**config.mk**
```make
export PLATFORM = sky130hd
export DESIGN_NAME = ready_skid_slice
export DESIGN_NICKNAME = d
export VERILOG_FILES = /design/src/rtl/hs_pkg.sv /design/src/rtl/ready_skid_slice.sv
export SDC_FILE = /design/constraint.sdc
export NUM_CORES = 1
export LEC_CHECK = 0
export BUFFER_PORTS_ARGS = -buffer_cell sky130_fd_sc_hd__buf_2
export CORE_AREA = 10 10 67 69
export CTS_CLUSTER_DIAMETER = 50
export DETAILED_ROUTE_END_ITERATION = 10
export DIE_AREA = 0 0 77 79
export GPL_ROUTABILITY_DRIVEN = 0
export GPL_TIMING_DRIVEN = 0
export PLACE_DENSITY = 0.57
export SLEW_MARGIN = 20
export SYNTH_ARGS = -nofsm -noshare
export SYNTH_HDL_FRONTEND = slang
export SYNTH_SLANG_ARGS = --single-unit
```
**constraint.sdc**
```tcl
create_clock -name clk -period 1.4 [get_ports clk]
set_input_delay 0.28 -clock clk [delete_from_list [all_inputs] [get_ports clk]]
set_output_delay 0.28 -clock clk [all_outputs]
set_load 0.005 [all_outputs]
```
**src/rtl/hs_pkg.sv**
```systemverilog
// Shared handshake-slice types. The skid slice tracks whether its main and skid
// registers are occupied.
package hs_pkg;

  typedef enum logic [1:0] {
    EMPTY = 2'd0,
    BUSY  = 2'd1,
    FULL  = 2'd2
  } skid_state_e;

endpackage

```
**src/rtl/ready_skid_slice.sv**
```systemverilog
// Backward-path register slice: a two-entry skid buffer whose ready_o comes from a flop,
// cutting the combinational ready_i -> ready_o path while sustaining one beat per cycle.
module ready_skid_slice
  import hs_pkg::*;
#(
  parameter int DATA_W = 8
) (
  input  logic              clk,
  input  logic              rst,
  input  logic [DATA_W-1:0] data_i,
  input  logic              valid_i,
  output logic              ready_o,
  output logic [DATA_W-1:0] data_o,
  output logic              valid_o,
  input  logic              ready_i
);

  skid_state_e       state;
  skid_state_e       next_state;
  logic [DATA_W-1:0] skid_data;
  logic              in_fire;
  logic              out_fire;
  logic              load_main_in;
  logic              load_main_skid;
  logic              load_skid;

  assign in_fire  = valid_i & ready_o;
  assign out_fire = valid_o & ready_i;

  always_comb begin
    next_state     = state;
    load_main_in   = 1'b0;
    load_main_skid = 1'b0;
    load_skid      = 1'b0;
    case (state)
      EMPTY: begin
        if (in_fire) begin
          next_state   = BUSY;
          load_main_in = 1'b1;
        end
      end
      BUSY: begin
        if (in_fire && out_fire) begin
          load_main_in = 1'b1;
        end else if (in_fire) begin
          next_state = FULL;
          load_skid  = 1'b1;
        end else if (out_fire) begin
          next_state = EMPTY;
        end
      end
      FULL: begin
        if (out_fire) begin
          next_state     = BUSY;
          load_main_skid = 1'b1;
        end
      end
      default: next_state = EMPTY;
    endcase
  end

  // ready_o and valid_o are registered from next_state so neither output sees ready_i combinationally.
  always_ff @(posedge clk or posedge rst) begin
    if (rst) begin
      state   <= EMPTY;
      ready_o <= 1'b0;
      valid_o <= 1'b0;
    end else begin
      state   <= next_state;
      ready_o <= (next_state != FULL);
      valid_o <= (next_state != EMPTY);
    end
  end

  always_ff @(posedge clk or posedge rst) begin
    if (rst) begin
      data_o    <= '0;
      skid_data <= '0;
    end else begin
      if (load_main_in) begin
        data_o <= data_i;
      end else if (load_main_skid) begin
        data_o <= skid_data;
      end
      if (load_skid) begin
        skid_data <= data_i;
      end
    end
  end

endmodule

```
==> reports/metrics.yaml <==
wl_per_cell_um: 13.27
power_density_nw_per_um2: 2179
seq_power_share_pct: 41.2
cts_sinks: 20
antenna_found_initial: 0
path_max_fanout: 8
numCtsBuffers: 3
cts_buffer_depth: 2
totalWireLength_um: 1792
avgSynthCellArea_sq_um: 15.16
die_y_um: 79
switching_share_pct: 30.20
synth_ff_type: "dfrtp_1"
finalCritPeriodShare_pct: 97.61
drive_above_1_share_pct: 67.42
rr_worst_depth: 3
num_antenna_cells: 0
min_path_type: "in -> async"
grt_util_all_layers_pct: 6.571
syn_inst: 61
crit_arrival_ns: 1.57
via_per_inst: 4.207
p_int_mw: 1.764
slew_violations: 0
grt_pass1_wl_um: 3139
ioPinCount: 22
grt_pass1_vias: 701
max_cap_viol_count: 0
synth_cell_type_count: 16
timing.rr.end: "data_o[3]"
yosys.area.top_type_share_pct: 54.13
yosysSeqAreaShare_pct: 54.13
hold_slack_ns: 0.09055
synth.most_common_cell: "dfrtp_1"
start_kind: "flop"
comb_power_share_pct: 45.3
clk_pin_slew_ns: 0.11
synth_top_cell_by_area: "dfrtp_1"
netlist_top_cells_area: "dfrtp_1, mux2_2, mux2_4, nand4b_4, nand2_1"
cts-hold-fix-buffers: 0
power_mw: 2.527
rsz0062_at_grt: "true"
crit_path_cell_trace: "nand4b_4, mux2_2, mux2_4"
area_growth_pct: 25.44
finalSetupViolCount: 0
async_flop_share_pct: 100.0
numPlacedInstances: 128
start_util_pct: 28.61
slowest_stage: "dfrtp_1"
syn_nets: 73
tightest_slew_ns: 0.7714
fp.coreArea_sq_um: 3232
drc: 0
cts_tree: "yes"
antenna_left: 0
dr.pass1.iters: 3
crit_required_ns: 1.60
max_stage_delay_ns: 0.40
die_w_um: 77
cts_root_buf: "clkbuf_4"
grt_max_degree: 21
worst-r2r-setup-slack_ns: 0.03
hold_viol_final: 0
worstSkewPairLatency_ns: 0.31
die_area_sq_um: 6083
switchingPower_mw: 0.7631
drtIter0Drc: 1
synth_seq_cells: 20
max_slew_margin_pct: 48.52
synth_warnings: 0
max-vdd-ir-drop_mv: 0.8377
synth-edff-count: 0
grt-ovfl-total: 0
stdcell_count: 135
max_freq_mhz: 731.8
clock_power_share_pct: 13.6
p_leak_nw: 0.5584
crit_type: "reg -> reg"
htree_levels: 1
io_buffers: 21
route.vias.total: 568
num_rows: 21
nNetsFinal: 102
worstReg2RegStart: "state[0]"
period_minus_slack_ns: 1.367
ys_top_cells_by_count: "dfrtp_1, mux2_2, mux2_4, nand2_1"
finalSetupTns_ns: 0
syn-cell-area_sq_um: 924.6
fin_skew_ns: 0.003980
status: "complete, no violations"
endpoint_kind: "flop"
## how the worst max path moves through the flow
stage / start / to / slack (ns)
floorplan: state[1] / skid_data[0] / 0.11
global placement: state[1] / skid_data[4] / -0.04
detailed placement: state[1] / skid_data[6] / -0.06
CTS: valid_o / data_o[3] / 0.01
global route: state[1] / skid_data[7] / -0.02
finish: state[0] / data_o[3] / 0.03
## metrics by stage
step / instance area [sq um] / util [%] / worst slack (ns)
floorplan: 924.6 / - / 0.1086
global placement: 1087 / 33.64 / -0.03838
detailed placement: 1087 / 33.64 / -0.05993
CTS: 1151 / 35.62 / 0.01209
global route: 1160 / 35.89 / -0.02422
finish: 1160 / 35.89 / 0.03349
## logic make-up (layout without fill, tap and decap cells)
family,after synthesis,in the layout,synth area share (%)
AO/OA/AOI/OAI,3,3,2.300
buffers and inverters,1,29,0.4056
flip-flops,20,20,54.13
multiplexers,25,25,33.69
AND/OR/NAND/NOR,12,12,9.473
## sequential cells by signal (all words and copies together), names as in the netlist
name / count
data_o: 8
ready_o: 1
skid_data: 8
state: 2
valid_o: 1
## worst max-delay path, delay by kind of cell, from the launching register on
family	cells	cell delay, ns
DFF	1	0.40
muxes	2	0.59
and+or+nand+nor	1	0.27
## power by group through the flow
stage	Sequential [mW]	Clock [mW]	Combinational, mW
2_1_floorplan	1.05	0	0.768
3_3_place_gp	1.05	0	1.03
3_5_place_dp	1.07	0	1.06
4_1_cts	1.04	0.350	1.14
5_1_grt	1.09	0.389	1.25
6_report	1.04	0.343	1.14
## layout by cell type, fill, tap and decap left out
cell,instances
buf_2,21
dfrtp_1,19
mux2_2,17
mux2_4,8
nand2_1,4
clkbuf_4,3
buf_4,3
and3b_2,1
nand3_4,1
nand4b_4,1
a21bo_2,1
nand2_4,1
nor2b_1,1
nor2_1,1
o22ai_1,1
a21oi_1,1
or2_2,1
and2_1,1
inv_1,1
clkbuf_8,1
dfrtp_2,1
## cell type report
class	instances	area [sq um]
fill	333	2072
sequential	20	501.7
multi-input combinational	40	432.9
timing repair buffer	24	127.6
tap	46	57.56
clock buffer	4	36.28
inverter	1	3.754
## timing repair
action | 4_1_cts | 5_1_grt
pin swaps | 0 | 1
setup buffers | 2 | 1
resized for setup | 2 | 1
setup endpoints to repair | 16 | 16
## routing by layer
metal | track usage (%) | vias to the layer above | part of all wire, %
met3 | 2.140 | 5 | 4.1
met2 | 10.46 | 16 | 45
met4 | 3.832 | 0 | 2.6
li1 | - | 276 | -
met1 | 7.637 | 271 | 48
met5 | 0 | - | 0
(Power assumes the default switching activity.)
